==> src/rtl/frame_loader_pkg.sv <==
// Shared constants and types for the frame loader.
// Latency: n/a (declarations only).
// Backpressure: n/a.
package frame_loader_pkg;

  localparam logic [7:0] HEADER = 8'hA5;
  localparam logic [7:0] ACK    = 8'h06;
  localparam logic [7:0] NAK    = 8'h15;
  localparam logic [7:0] BUSY   = 8'h42;

  typedef enum logic [1:0] {
    IDLE   = 2'd0,
    PIX_HI = 2'd1,
    PIX_LO = 2'd2,
    CHK    = 2'd3
  } state_e;

  // Increment an 8-bit error counter, sticking at 255.
  function automatic logic [7:0] sat_inc(input logic [7:0] v);
    return (v == 8'hFF) ? v : v + 8'd1;
  endfunction

endpackage

==> src/rtl/frame_bank_ram.sv <==
// Two-bank pixel store, one write port and one synchronous read port.
// Latency: read data 1 cycle after address; write lands on the clock edge.
// Backpressure: none, both ports accept every cycle.
module frame_bank_ram #(
  parameter int AW = 5,
  parameter int DW = 12
) (
  input  logic          i_clk,
  input  logic          i_we,
  input  logic [AW:0]   i_waddr,
  input  logic [DW-1:0] i_wdata,
  input  logic [AW:0]   i_raddr,
  output logic [DW-1:0] o_rdata
);

  // Address is {bank, index}; index slots at or above W*H are never written.
  localparam int DEPTH = 2 ** (AW + 1);

  logic [DW-1:0] mem [DEPTH];
  logic [DW-1:0] rdata_q;

  // Write port: store one pixel when enabled.
  always_ff @(posedge i_clk) begin
    if (i_we) begin
      mem[i_waddr] <= i_wdata;
    end
  end

  // Read port: registered read, contents are deliberately not reset.
  always_ff @(posedge i_clk) begin
    rdata_q <= mem[i_raddr];
  end

  assign o_rdata = rdata_q;

endmodule

==> src/rtl/frame_loader.sv <==
// Byte-stream image receiver with per-block XOR check, ACK/NAK replies and a double-buffered store.
// Latency: replies and frame_done 1 cycle after the triggering rx byte; read data 1 cycle after address.
// Backpressure: none on rx; a header arriving while a frame awaits display is answered BUSY and dropped.
module frame_loader
  import frame_loader_pkg::*;
#(
  parameter int W           = 5,
  parameter int H           = 4,
  parameter int PIX_W       = 12,
  parameter int BLOCK_PIX   = 4,
  parameter int TIMEOUT_CYC = 5_000_000,
  localparam int AW         = $clog2(W * H)
) (
  input  logic             i_clk_sys,
  input  logic             i_rst_n,
  input  logic [7:0]       i_rx_data,
  input  logic             i_rx_done,
  input  logic             i_frame_start,
  input  logic [AW-1:0]    i_rd_addr,
  output logic [PIX_W-1:0] o_rd_data,
  output logic [7:0]       o_tx_data,
  output logic             o_tx_valid,
  output logic             o_receiving,
  output logic             o_pending,
  output logic             o_front_bank,
  output logic             o_frame_done,
  output logic [7:0]       o_err_cnt
);

  // Pointer is one bit wider than the index so it can hold W*H itself.
  localparam int PW = AW + 1;
  localparam int MW = PIX_W - 8;
  localparam int TW = $clog2(TIMEOUT_CYC + 1);

  localparam logic [PW-1:0] NPIX_P   = PW'(W * H);
  localparam logic [PW-1:0] BLK_P    = PW'(BLOCK_PIX);
  localparam logic [TW-1:0] TMO_LAST = TW'(TIMEOUT_CYC - 1);

  state_e          state_q, state_d;
  logic [PW-1:0]   ptr_q, ptr_d;
  logic [PW-1:0]   blk_q, blk_d;
  logic [7:0]      chk_q, chk_d;
  logic [MW-1:0]   msb_q, msb_d;
  logic            pend_q, pend_d;
  logic            front_q, front_d;
  logic [7:0]      err_q, err_d;
  logic            tx_vld_q, tx_vld_d;
  logic [7:0]      tx_dat_q, tx_dat_d;
  logic            done_q, done_d;
  logic [TW-1:0]   tmo_q, tmo_d;
  logic            rd_ok_q, rd_ok_d;

  logic            wr_en;
  logic [PW-1:0]   ptr_inc;
  logic [PIX_W-1:0] ram_rdata;

  // Next-state logic: FSM, checksum, pointers, timeout and bank swap.
  always_comb begin
    state_d  = state_q;
    ptr_d    = ptr_q;
    blk_d    = blk_q;
    chk_d    = chk_q;
    msb_d    = msb_q;
    pend_d   = pend_q;
    front_d  = front_q;
    err_d    = err_q;
    tx_vld_d = 1'b0;
    tx_dat_d = tx_dat_q;
    done_d   = 1'b0;
    tmo_d    = tmo_q;
    wr_en    = 1'b0;
    ptr_inc  = ptr_q + PW'(1);

    // Swap only on a strobe that sees an already-registered pending frame.
    if (i_frame_start && pend_q) begin
      front_d = ~front_q;
      pend_d  = 1'b0;
    end

    // Idle-gap counter; a received byte always restarts it.
    if (state_q == IDLE || i_rx_done || tmo_q == TMO_LAST) begin
      tmo_d = '0;
    end else begin
      tmo_d = tmo_q + TW'(1);
    end

    if (i_rx_done) begin
      unique case (state_q)
        IDLE: begin
          if (i_rx_data == HEADER) begin
            if (pend_q) begin
              tx_vld_d = 1'b1;
              tx_dat_d = BUSY;
            end else begin
              state_d = PIX_HI;
              ptr_d   = '0;
              blk_d   = '0;
              chk_d   = '0;
            end
          end
        end
        PIX_HI: begin
          msb_d   = i_rx_data[MW-1:0];
          chk_d   = chk_q ^ i_rx_data;
          state_d = PIX_LO;
        end
        PIX_LO: begin
          wr_en = 1'b1;
          ptr_d = ptr_inc;
          chk_d = chk_q ^ i_rx_data;
          if ((ptr_inc - blk_q) == BLK_P || ptr_inc == NPIX_P) begin
            state_d = CHK;
          end else begin
            state_d = PIX_HI;
          end
        end
        CHK: begin
          tx_vld_d = 1'b1;
          chk_d    = '0;
          if (i_rx_data == chk_q) begin
            tx_dat_d = ACK;
            blk_d    = ptr_q;
            if (ptr_q == NPIX_P) begin
              done_d  = 1'b1;
              pend_d  = 1'b1;
              state_d = IDLE;
            end else begin
              state_d = PIX_HI;
            end
          end else begin
            tx_dat_d = NAK;
            ptr_d    = blk_q;
            err_d    = sat_inc(err_q);
            state_d  = PIX_HI;
          end
        end
        default: state_d = IDLE;
      endcase
    end else if (state_q != IDLE && tmo_q == TMO_LAST) begin
      // Sender went quiet: abandon the frame silently.
      state_d = IDLE;
      err_d   = sat_inc(err_q);
    end

    rd_ok_d = ({1'b0, i_rd_addr} < NPIX_P);
  end

  // State register with asynchronous active-low reset.
  always_ff @(posedge i_clk_sys or negedge i_rst_n) begin
    if (!i_rst_n) begin
      state_q  <= IDLE;
      ptr_q    <= '0;
      blk_q    <= '0;
      chk_q    <= '0;
      msb_q    <= '0;
      pend_q   <= 1'b0;
      front_q  <= 1'b0;
      err_q    <= '0;
      tx_vld_q <= 1'b0;
      tx_dat_q <= '0;
      done_q   <= 1'b0;
      tmo_q    <= '0;
      rd_ok_q  <= 1'b0;
    end else begin
      state_q  <= state_d;
      ptr_q    <= ptr_d;
      blk_q    <= blk_d;
      chk_q    <= chk_d;
      msb_q    <= msb_d;
      pend_q   <= pend_d;
      front_q  <= front_d;
      err_q    <= err_d;
      tx_vld_q <= tx_vld_d;
      tx_dat_q <= tx_dat_d;
      done_q   <= done_d;
      tmo_q    <= tmo_d;
      rd_ok_q  <= rd_ok_d;
    end
  end

  // Writes always target the back bank; reads always the front bank.
  frame_bank_ram #(
    .AW (AW),
    .DW (PIX_W)
  ) u_ram (
    .i_clk   (i_clk_sys),
    .i_we    (wr_en),
    .i_waddr ({~front_q, ptr_q[AW-1:0]}),
    .i_wdata ({msb_q, i_rx_data}),
    .i_raddr ({front_q, i_rd_addr}),
    .o_rdata (ram_rdata)
  );

  assign o_rd_data    = rd_ok_q ? ram_rdata : '0;
  assign o_tx_data    = tx_dat_q;
  assign o_tx_valid   = tx_vld_q;
  assign o_receiving  = (state_q != IDLE);
  assign o_pending    = pend_q;
  assign o_front_bank = front_q;
  assign o_frame_done = done_q;
  assign o_err_cnt    = err_q;

endmodule

==> config.mk <==
export PLATFORM = sky130hd
export DESIGN_NAME = frame_loader
export DESIGN_NICKNAME = d
export VERILOG_FILES = /design/src/rtl/frame_loader_pkg.sv /design/src/rtl/frame_bank_ram.sv /design/src/rtl/frame_loader.sv
export SDC_FILE = /design/constraint.sdc
export NUM_CORES = 1
export LEC_CHECK = 0
export CAP_MARGIN = 20
export CORE_MARGIN = 2
export CORE_UTILIZATION = 45
export CTS_CLUSTER_DIAMETER = 80
export CTS_CLUSTER_SIZE = 14
export DETAILED_ROUTE_END_ITERATION = 16
export GPL_TIMING_DRIVEN = 0
export SLEW_MARGIN = 10
export SYNTH_ARGS = -nofsm -noshare
export SYNTH_HDL_FRONTEND = slang
export SYNTH_HIERARCHICAL = 1
export SYNTH_SLANG_ARGS = --single-unit
==> constraint.sdc <==
create_clock -name i_clk_sys -period 6.15 [get_ports i_clk_sys]
set_input_delay 1.23 -clock i_clk_sys [delete_from_list [all_inputs] [get_ports i_clk_sys]]
set_output_delay 1.23 -clock i_clk_sys [all_outputs]
set_load 0.005 [all_outputs]
==> results of run 1 <==
==> logic make-up (layout without fill, tap and decap cells) <==
logic type | count (synthesis) | in the layout
xor gates and xnor gates | 44 | 44
AOI/OAI and AO/OA | 166 | 166
other | 1 | 3
adders and majority gates | 15 | 15
and+or+nand+nor | 309 | 309
DFF | 846 | 846
muxes | 228 | 228
buffers and inverters | 102 | 313
==> layer usage <==
layer / part of all wire, % / wire [um] / vias up / GRT usage, %
met2: 48 / 41200 / 616 / 36.2
met4: 3.4 / 2890 / 4 / 7.66
met5: 0.027 / 23 / - / 0
met1: 42 / 35800 / 9343 / 31.1
li1: - / - / 7308 / -
met3: 6.7 / 5720 / 151 / 4.70
==> critical path: cells and delay by family <==
| kind | cells | cell delay (ns) |
|---|---|---|
| and+or+nand+nor | 4 | 2.14 |
| buffers and inverters | 3 | 1.29 |
==> state kept, by name, indices dropped and copies added (netlist names) <==
name,cells
u_ram/mem,768
tmo_q,23
u_ram/o_rdata,12
chk_q,8
o_err_cnt,8
blk_q,6
ptr_q,6
msb_q,4
o_tx_data,4
state_q,2
o_frame_done,1
o_front_bank,1
o_pending,1
o_tx_valid,1
rd_ok_q,1
==> power breakdown <==
group | internal, W | switching (W)
logic | 0.000539 | 0.000963
registers | 0.00666 | 0.000215
clock network | 0.00225 | 0.00196
==> final timing paths <==
path	endpoint	slack [ns]	cells after the start
min in group i_clk_sys	o_tx_data[6]	0.50	2
max	u_ram/mem[46][7]	1.79	7
max reg2reg	u_ram/mem[46][7]	2.44	7
max in group asynchronous	msb_q[0]	5.13	2
min	tmo_q[9]	0.48	1
min reg2reg	o_tx_data[6]	0.50	2
==> area by class of cell <==
cell class                      count  share of cell area, %
Clock buffer                      102                   5.28
Sequential cell                   846                   65.9
Clock inverter                      4                  0.139
Multi-Input combinational cell    765                   21.2
Buffer                             87                   1.32
Timing Repair Buffer              105                   2.78
Tap cell                          969                   3.20
Inverter                           15                  0.149
==> Yosys cell counts, drive strengths merged (3+ instances only) <==
| library cell | number | share of area, % |
|---|---|---|
| nand4 | 12 | 0.22 |
| a22oi | 14 | 0.31 |
| a32o | 4 | 0.12 |
| mux2 | 14 | 0.47 |
| o31ai | 7 | 0.17 |
| dfxtp | 12 | 0.72 |
| o2bb2ai | 9 | 0.25 |
| and2 | 16 | 0.30 |
| a32oi | 4 | 0.10 |
| a22o | 6 | 0.16 |
| a21oi | 12 | 0.18 |
| o21ai | 31 | 0.46 |
| mux2i | 22 | 0.66 |
| a211oi | 13 | 0.29 |
| inv | 14 | 0.16 |
| nand3b | 3 | 0.067 |
| o221ai | 18 | 0.47 |
| nor2 | 109 | 1.2 |
| dfrtp | 66 | 4.9 |
| nand2 | 44 | 0.49 |
| nor4 | 4 | 0.12 |
| and4 | 5 | 0.14 |
| mux4 | 192 | 13 |
| nand2b | 33 | 0.62 |
| edfxtp | 768 | 69 |
| nand3 | 36 | 0.54 |
| a31oi | 10 | 0.19 |
| xnor2 | 27 | 0.71 |
| or3 | 3 | 0.056 |
| and3 | 7 | 0.13 |
| ha | 15 | 0.56 |
| buf | 46 | 1.0 |
| nor3 | 13 | 0.19 |
| o22ai | 25 | 0.47 |
| clkbuf | 41 | 0.46 |
| nor2b | 17 | 0.32 |
| xor2 | 17 | 0.44 |
==> stage by stage <==
stage                     utilization, %  total power, W  hold slack, ns  area (sq um)
after floorplan                        -         0.00773           0.467         33500
after global placement              47.5         0.00839           0.469         35200
after detailed placement            48.4         0.00849           0.489         35800
after CTS                           51.1          0.0127           0.452         37900
after global routing                51.1          0.0130           0.459         37900
final                               51.1          0.0126           0.481         37900
==> reports/metrics.yaml, run 1 <==
num_rows: 100
antenna_left: 0
arrival_ns: 4.68
cts_tree: "done"
wl_per_cell_um: 29.6
p_leak_nw: 12.1
drtIter0Drc: 1756
path_cells: "clkdlybuf4s50_1 -> clkbuf_1 -> and2_1 -> nor2b_1 -> nand3_1 -> nor2_1 -> buf_4"
worstHoldPathType: "input port to async pin"
start_util_pct: 45.2
syn2layout_area_growth_pct: 13.0
antenna_found_initial: 2
fp.dieW_um: 277
required_ns: 6.47
grt_overflow_total: 0
cts_hold_buf: 0
slew_viol_final: 0
stdcell_count: 2893
status: "completed"
ys_seq_area_share_pct: 74.5
totalWireLength_um: 85600
reg2reg_from: "state_q[0]"
ys_ff_latch: 846
netlist_area_sq_mm: 0.0335
crit_type: "input port to flip-flop"
critPathLaunch: "i_rx_done"
ir_drop_uv: 203
cts_buffer_depth: 3
max_slew_margin_pct: 29.1
slowest_delay_ns: 0.76
fin_ws_ns: 1.79
synth_edf_count: 768
synthFlopType: "edfxtp_1"
dieArea_sq_mm: 0.0767
slowest_stage: "nor2_1"
worst_pin_slew_ns: 1.06
fin_tns_setup_ns: 0
finalSetupViolations: 0
cp-start-kind: "input port"
rsz0062_at_grt: "false"
vias_per_cell: 6.02
timing.final.crit_share_pct: 70.9
synthXorXnorAreaFrac_pct: 1.15
h-tree-depth: 3
die_y_um: 277
clk_pin_slew_worst_paths_ns: 0.07
clock_latency_ns: 0.62
cts_resized: 0
diodes: 0
seq_area_sq_mm: 0.0250
synthMuxAreaShare_pct: 14.0
track_usage_pct: 22.6
p_per_area_mw_per_mm2: 332
pre_cts_slack_ns: 1.26
root_buffer: "clkbuf_16"
port_buffers: 44
cap_viol_max_count: 0
synth_fa_ha_area_share_pct: 0.560
drc: 0
max_clock_freq_ghz: 0.229
grt_pass1_vias: 17700
syn_inst: 1711
gp_congestion: 0.914
post_cts_buffers: 0
cts_num_sinks: 846
final_cell_mix: "edfxtp_1 (768), mux4_2 (192), nor2_1 (98)"
synth_top_family_by_area: "multiplexers"
avgSynthCellArea_sq_um: 19.6
dr.pass1.iters: 5
dpl.hpwl_um: 57100
yosysWarningCount: 6
multi_input_area_sq_mm: 0.00804
final_common_cell: "edfxtp_1"
synth-async-reset-ratio_pct: 7.80
ios: 50
drive_above_1_share_pct: 21.9
synth_simple_gate_area_share_pct: 4.60
coreArea_sq_mm: 0.0741
grt_pass1_wl_um: 124000
finalCriticalPeriod_ns: 4.36
endpoint_kind: "flip-flop"
worstPathMaxFanout: 10
synth.distinct_cells: 62
dp_cells: 2786
cts_inserted_buffers: 71
synth_compound_area_share_pct: 3.52
fill_cells: 5968
grt_max_degree: 70
nNetsFinal: 1923
skew_ns: 0.0285
num_vias: 17400
hold_viol: 0
(Power assumes the default switching activity.)
==> run 2, diff against run 1 <==
==> constraint.sdc (replaced) <==
create_clock -name i_clk_sys -period 3.8 [get_ports i_clk_sys]
set_input_delay 0.76 -clock i_clk_sys [delete_from_list [all_inputs] [get_ports i_clk_sys]]
set_output_delay 0.76 -clock i_clk_sys [all_outputs]
set_load 0.005 [all_outputs]
==> run 2 against run 1 <==
Compared with the run above: power rose by 62%; critical path type unchanged; flip-flop and latch count did not move; clock power rose by 62%; design area barely moved; worst setup slack got worse by 1.8 ns; largest cell class unchanged; sequential share of layout area fell by 0.057 points; non-clock buffer count rose by 1; combinational power rose by 62%; global-route usage did not move; register-to-register slack got worse by 2.3 ns; worst hold slack improved by 0.016 ns; routed wire length barely moved; critical endpoint is now u_ram/mem[30][8]; the run now ends with negative setup slack left.
==> reports/metrics.yaml, run 2 (synthesis results as in run 1) <==
status: "complete, but fails checks"  # was completed
failed_checks: "negative setup slack"
diodes: 0  # unchanged
fill_cells: 5969  # was 5,968
crit_type: "input port to flip-flop"  # unchanged
start_util_pct: 45.2  # unchanged
dp_cells: 2786  # unchanged
slowest_delay_ns: 0.77  # was 0.76 ns
max_slew_margin_pct: 29.9  # was 29.1%
vias_per_cell: 6.00  # was 6.02
cp-start-kind: "input port"  # unchanged
rsz0062_at_grt: "true"  # was false
stdcell_count: 2894  # was 2,893
gp_congestion: 0.914  # unchanged
syn2layout_area_growth_pct: 13.1  # was 13.0%
port_buffers: 44  # unchanged
timing.final.crit_share_pct: 101
regMostFlops: "u_ram/mem"  # unchanged
critPathTopFamily: "simple AND/OR/NAND/NOR gates"  # unchanged
critPathLaunch: "i_rx_done"  # unchanged
nNetsFinal: 1924  # was 1,923
h-tree-depth: 3  # unchanged
grt_pass1_wl_um: 124000  # unchanged
die_y_um: 277  # unchanged
dieArea_sq_mm: 0.0767  # unchanged
r2r_slack_ns: 0.12  # was 2.44 ns
cts_num_sinks: 846  # unchanged
worstHoldPathType: "flip-flop to flip-flop"  # was input port to async pin
antenna_left: 0  # unchanged
root_buffer: "clkbuf_16"  # unchanged
clk_pin_slew_worst_paths_ns: 0.06  # was 0.07 ns
crit_buf_inv: 3  # unchanged
num_rows: 100  # unchanged
holdWs_ns: 0.497  # was 0.481 ns
grt_overflow_total: 0  # unchanged
worstPathMaxFanout: 10  # unchanged
drtIter0Drc: 1724  # was 1,756
pre_cts_slack_ns: -0.618  # was 1.26 ns
ff2ff_path_depth: 7  # unchanged
dr.pass1.iters: 5  # unchanged
cts_inserted_buffers: 71  # unchanged
track_usage_pct: 22.6  # unchanged
hold_viol: 0  # unchanged
cap_viol_max_count: 0  # unchanged
drc: 0  # unchanged
wl_per_cell_um: 29.6  # about the same
endpoint_kind: "flip-flop"  # unchanged
finalCriticalPeriod_ns: 3.85
fin_ws_ns: -0.0482  # was 1.79 ns
final_common_cell: "edfxtp_1"  # unchanged
p_leak_nw: 12.1  # about the same
skew_ns: 0.0317  # was 0.0285 ns
worst_pin_slew_ns: 1.05  # was 1.06 ns
drive_above_1_share_pct: 22.3  # was 21.9%
endpoint: "u_ram/mem[30][8]"  # was u_ram/mem[46][7]
path_cells: "clkdlybuf4s50_1 -> clkbuf_1 -> and2_1 -> nor2b_1 -> nand3_1 -> nor2_1 -> buf_6"  # was clkdlybuf4s50_1 -> clkbuf_1 -> and2_1 -> nor2b_1 -> nand3_1 -> nor2_1 -> buf_4
totalWireLength_um: 85700  # was 85,600 um
slowest_stage: "nor2_1"  # unchanged
post_cts_buffers: 0  # unchanged
p_per_area_mw_per_mm2: 538  # was 332 mW/mm^2
fp.dieW_um: 277  # unchanged
dpl.hpwl_um: 57100  # unchanged
ir_drop_uv: 329  # was 203 uV
cts_buffer_depth: 3  # unchanged
arrival_ns: 4.16  # was 4.68 ns
reg2reg_from: "state_q[0]"  # unchanged
max_clock_freq_ghz: 0.260
required_ns: 4.11  # was 6.47 ns
slew_viol_final: 0  # unchanged
path_depth: 7  # unchanged
grt_pass1_vias: 17700  # about the same
ios: 50  # unchanged
grt_max_degree: 70  # unchanged
clock_latency_ns: 0.62  # about the same
num_vias: 17400  # about the same
rr_endpoint: "u_ram/mem[30][8]"  # was u_ram/mem[46][7]
finalSetupViolations: 33  # was 0
fin_tns_setup_ns: -0.805  # was 0 ns
antenna_found_initial: 2  # unchanged
final_cell_mix: "edfxtp_1 (768), mux4_2 (192), nor2_1 (89)"  # was edfxtp_1 (768), mux4_2 (192), nor2_1 (98)
coreArea_sq_mm: 0.0741  # unchanged
largest_register_ffs: 768  # unchanged
cts_tree: "done"  # unchanged
[run 2: cell count changes in the layout (fill, tap and decap cells not counted)]
cell / previous run / this run
dlygate4sd3_1: 0 / 1
nor2_2: 11 / 20
nor2_1: 98 / 89
[run 2: report_power, final]
group | switching (W) | total (W) | internal [W]
registers | 0.000347 | 0.0111 | 0.0108
clock network | 0.00318 | 0.00683 | 0.00365
logic | 0.00156 | 0.00243 | 0.000874
[run 2: per-stage QoR]
| step | utilization [%] | area, sq um | power [W] |
|---|---|---|---|
| floorplan | - | 33500 | 0.0125 |
| global placement | 47.5 | 35200 | 0.0136 |
| detailed placement | 48.4 | 35800 | 0.0137 |
| CTS | 51.1 | 37900 | 0.0205 |
| global route | 51.2 | 37900 | 0.0211 |
| finish | 51.2 | 37900 | 0.0204 |
[run 2: what timing repair did]
| action | CTS | global route |
|---|---|---|
| hold buffers | 1 | 0 |
| hold endpoints to repair | 14 | 0 |
| gates resized for setup | 0 | 9 |
| endpoints found under the setup margin | 0 | 75 |
[run 2: worst register-to-register path, cell delays in order (launching register included)]
cell,delay [ns]
dfrtp_1,0.45
inv_1,0.18
ha_1,0.35
and2_1,0.44
nor2b_1,0.34
nand3_1,0.61
nor2_1,0.77
buf_6,0.24
[run 2: area by class of cell]
| type | count | area (sq um) | area share (%) |
|---|---|---|---|
| clock buffer | 102 | 2000 | 5.27 |
| timing repair buffer | 106 | 1060 | 2.80 |
| sequential | 846 | 25000 | 65.8 |
| inverter | 15 | 56.3 | 0.149 |
| clock inverter | 4 | 52.6 | 0.139 |
| buffer | 87 | 499 | 1.32 |
| multi-input combinational | 765 | 8070 | 21.3 |
| tap | 969 | 1210 | 3.20 |
[run 2: how the worst min path moves through the flow]
stage                      start      endpoint  slack, ns  cells after the start
floorplan                i_rst_n      blk_q[0]       0.46                      0
global placement    o_tx_data[6]  o_tx_data[6]       0.47                      2
detailed placement  o_tx_data[6]  o_tx_data[6]       0.49                      2
CTS                 o_tx_data[6]  o_tx_data[6]       0.50                      2
global route        o_err_cnt[5]  o_err_cnt[5]       0.53                      1
finish              o_tx_data[6]  o_tx_data[6]       0.50                      2
[run 2: per-layer routing]
metal / vias to the layer above / track usage, % / routed length (um)
met5: - / 0 / 23
met4: 4 / 7.66 / 2770
met3: 144 / 4.70 / 5960
met2: 627 / 36.2 / 41300
met1: 9279 / 31.1 / 35600
li1: 7305 / - / -
==> run 3, diff against run 2 <==
--- a/config.mk
+++ b/config.mk
@@ -5,13 +5,13 @@
 export SDC_FILE = /design/constraint.sdc
 export NUM_CORES = 1
 export LEC_CHECK = 0
+export ABC_CLOCK_PERIOD_IN_PS = 3800
 export CAP_MARGIN = 20
 export CORE_MARGIN = 2
 export CORE_UTILIZATION = 45
 export CTS_CLUSTER_DIAMETER = 80
 export CTS_CLUSTER_SIZE = 14
 export DETAILED_ROUTE_END_ITERATION = 16
-export GPL_TIMING_DRIVEN = 0
 export SLEW_MARGIN = 10
 export SYNTH_ARGS = -nofsm -noshare
 export SYNTH_HDL_FRONTEND = slang
==> run 3 against run 2 <==
Compared with the run above: the run now ends clean; clock power grew 0.6%; highest routed layer unchanged; largest cell class unchanged; sequential share of layout area grew 0.42 points; non-clock buffer count shrank 35; clock-buffer cell count grew 11; first-iteration DRC count shrank 7.5%; worst setup slack gained 0.87 ns.
==> reports/metrics.yaml, run 3 (synthesis results as in run 1) <==
status: "completed"  # was complete, but fails checks
antenna_left: 0  # unchanged
ff2ff_path_depth: 7  # unchanged
reg2reg_from: "state_q[0]"  # unchanged
port_buffers: 46  # was 44
grt_pass1_vias: 17300  # was 17,700
drtIter0Drc: 1594  # was 1,724
finalSetupViolations: 0  # was 33
num_rows: 100  # unchanged
swShare_pct: 24.7  # was 25.0%
p_leak_nw: 12.1  # about the same
rsz0062_at_grt: "false"  # was true
start_util_pct: 45.2  # unchanged
max_slew_margin_pct: 27.1  # was 29.9%
root_buffer: "clkbuf_16"  # unchanged
ir_drop_uv: 357  # was 329 uV
grt_max_degree: 68  # was 70
die_y_um: 277  # unchanged
worstPathMaxFanout: 6  # was 10
slowest_delay_ns: 0.46  # was 0.77 ns
clk_pin_slew_worst_paths_ns: 0.07  # was 0.06 ns
vias_per_cell: 5.94  # was 6.00
post_cts_buffers: 0  # unchanged
p_per_area_mw_per_mm2: 538  # about the same
hold_viol: 0  # unchanged
dp_cells: 2752  # was 2,786
ios: 50  # unchanged
fin_tns_setup_ns: 0  # was -0.805 ns
endpoint: "o_receiving"  # was u_ram/mem[30][8]
seq_power_share_pct: 55.8  # was 54.6%
cts_num_sinks: 846  # unchanged
totalWireLength_um: 80200  # was 85,700 um
cts_resized: 0  # unchanged
skew_ns: 0.0347  # was 0.0317 ns
p_switching_w: 0.00500  # was 0.00509 W
cap_viol_max_count: 0  # unchanged
arrival_ns: 2.21  # was 4.16 ns
grt_overflow_total: 0  # unchanged
path_common_cell: "inv_1"
crit_type: "flip-flop to output port"  # was input port to flip-flop
cts_hold_buf: 0  # was 1
slowest_stage: "clkdlybuf4s50_1"  # was nor2_1
r2r_slack_ns: 0.98  # was 0.12 ns
syn2layout_area_growth_pct: 12.4  # was 13.1%
cts_buffer_depth: 3  # unchanged
num_vias: 17000  # was 17,400
dieArea_sq_mm: 0.0767  # unchanged
cp-start-kind: "flip-flop"  # was input port
wl_per_cell_um: 27.9  # was 29.6 um
largest_register_ffs: 768  # unchanged
max_clock_freq_ghz: 0.336  # was 0.260 GHz
final_cell_mix: "edfxtp_1 (768), mux4_2 (192), nor2_1 (109)"  # was edfxtp_1 (768), mux4_2 (192), nor2_1 (89)
required_ns: 3.04  # was 4.11 ns
nNetsFinal: 1888  # was 1,924
dr.pass1.iters: 5  # unchanged
slew_viol_final: 0  # unchanged
antenna_found_initial: 4  # was 2
fp.dieW_um: 277  # unchanged
finalCriticalPeriod_ns: 2.97  # was 3.85 ns
clockPowerShare_pct: 33.9  # was 33.5%
endpoint_kind: "output port"  # was flip-flop
drc: 0  # unchanged
cts_tree: "done"  # unchanged
gp_congestion: 0.875  # was 0.914
stdcell_count: 2870  # was 2,894
grt_pass1_wl_um: 118000  # was 124,000 um
coreArea_sq_mm: 0.0741  # unchanged
rr_endpoint: "u_ram/mem[58][11]"  # was u_ram/mem[30][8]
pwr-share-comb_pct: 10.4  # was 11.9%
path_cells: "inv_1 -> ha_1 -> inv_1 -> clkdlybuf4s50_1"  # was clkdlybuf4s50_1 -> clkbuf_1 -> and2_1 -> nor2b_1 -> nand3_1 -> nor2_1 -> buf_6
timing.final.crit_share_pct: 78.3  # was 101%
dpl.hpwl_um: 50100  # was 57,100 um
clock_latency_ns: 0.63  # was 0.62 ns
worstHoldPathType: "input port to async pin"  # was flip-flop to flip-flop
drive_above_1_share_pct: 22.0  # was 22.3%
h-tree-depth: 3  # unchanged
fin_ws_ns: 0.825  # was -0.0482 ns
track_usage_pct: 21.2  # was 22.6%
cts_inserted_buffers: 70  # was 71
p_int_w: 0.0153  # about the same
holdWs_ns: 0.135  # was 0.497 ns
diodes: 0  # unchanged
pre_cts_slack_ns: 0.429  # was -0.618 ns
final_common_cell: "edfxtp_1"  # unchanged
critPathLaunch: "state_q[1]"  # was i_rx_done
worst_pin_slew_ns: 1.09  # was 1.05 ns
regMostFlops: "u_ram/mem"  # unchanged
-- run 3: changes by cell type in the layout (fill, tap and decap cells not counted), moves of 2 or more --
cell / delta
buf_1: -3
buf_2: -9
buf_4: +51
buf_6: -32
clkbuf_1: -29
clkbuf_16: -2
nor2_1: +20
nor2_2: -20
nor3_1: +2
nor3_2: -2
-- run 3: power by group through the flow --
| stage | registers [W] | logic (W) | clock network (W) |
|---|---|---|---|
| floorplan | 0.0113 | 0.00119 | 0 |
| finish | 0.0113 | 0.00210 | 0.00687 |
| CTS | 0.0114 | 0.00202 | 0.00704 |
| global route | 0.0113 | 0.00230 | 0.00736 |
| detailed placement | 0.0116 | 0.00201 | 0 |
| global placement | 0.0116 | 0.00197 | 0 |
-- run 3: worst min-delay path by stage --
| stage | start | to | slack (ns) | cells past startpoint |
|---|---|---|---|---|
| final | i_rst_n | o_tx_valid | 0.14 | 1 |
| after global routing | i_rst_n | o_frame_done | 0.17 | 1 |
| after CTS | i_rst_n | o_tx_valid | 0.12 | 1 |
| after detailed placement | o_err_cnt[5] | o_err_cnt[5] | 0.49 | 1 |
| after global placement | o_tx_data[6] | o_tx_data[6] | 0.48 | 2 |
| after floorplan | i_rst_n | blk_q[0] | 0.46 | 0 |
-- run 3: cell type report --
| class | instances | area (sq um) |
|---|---|---|
| tap | 969 | 1210 |
| clock inverter | 4 | 63.8 |
| multi-input combinational | 765 | 8010 |
| timing repair buffer | 158 | 1360 |
| clock buffer | 113 | 2010 |
| fill | 5971 | 36400 |
| inverter | 15 | 56.3 |
| sequential | 846 | 25000 |
-- run 3: worst max-delay path, delay by kind of cell (launching register included) --
| kind | cells | cell delay (ns) |
|---|---|---|
| buf+inv | 3 | 0.77 |
| flops | 1 | 0.44 |
| fa+ha+maj | 1 | 0.37 |
-- run 3: metal layers --
layer	vias to the layer above	GRT usage [%]	wire, um
met5	-	0	30
met4	4	6.20	2130
met3	110	3.89	5220
met2	577	34.0	38800
met1	9118	29.8	34000
li1	7234	-	-
-- run 3: per-stage QoR --
stage	utilization (%)	power (W)	instance area, sq um
CTS	50.8	0.0205	37600
finish	50.9	0.0203	37700
global route	50.9	0.0210	37700
detailed placement	48.0	0.0136	35600
global placement	48.0	0.0135	35600
floorplan	-	0.0125	33500
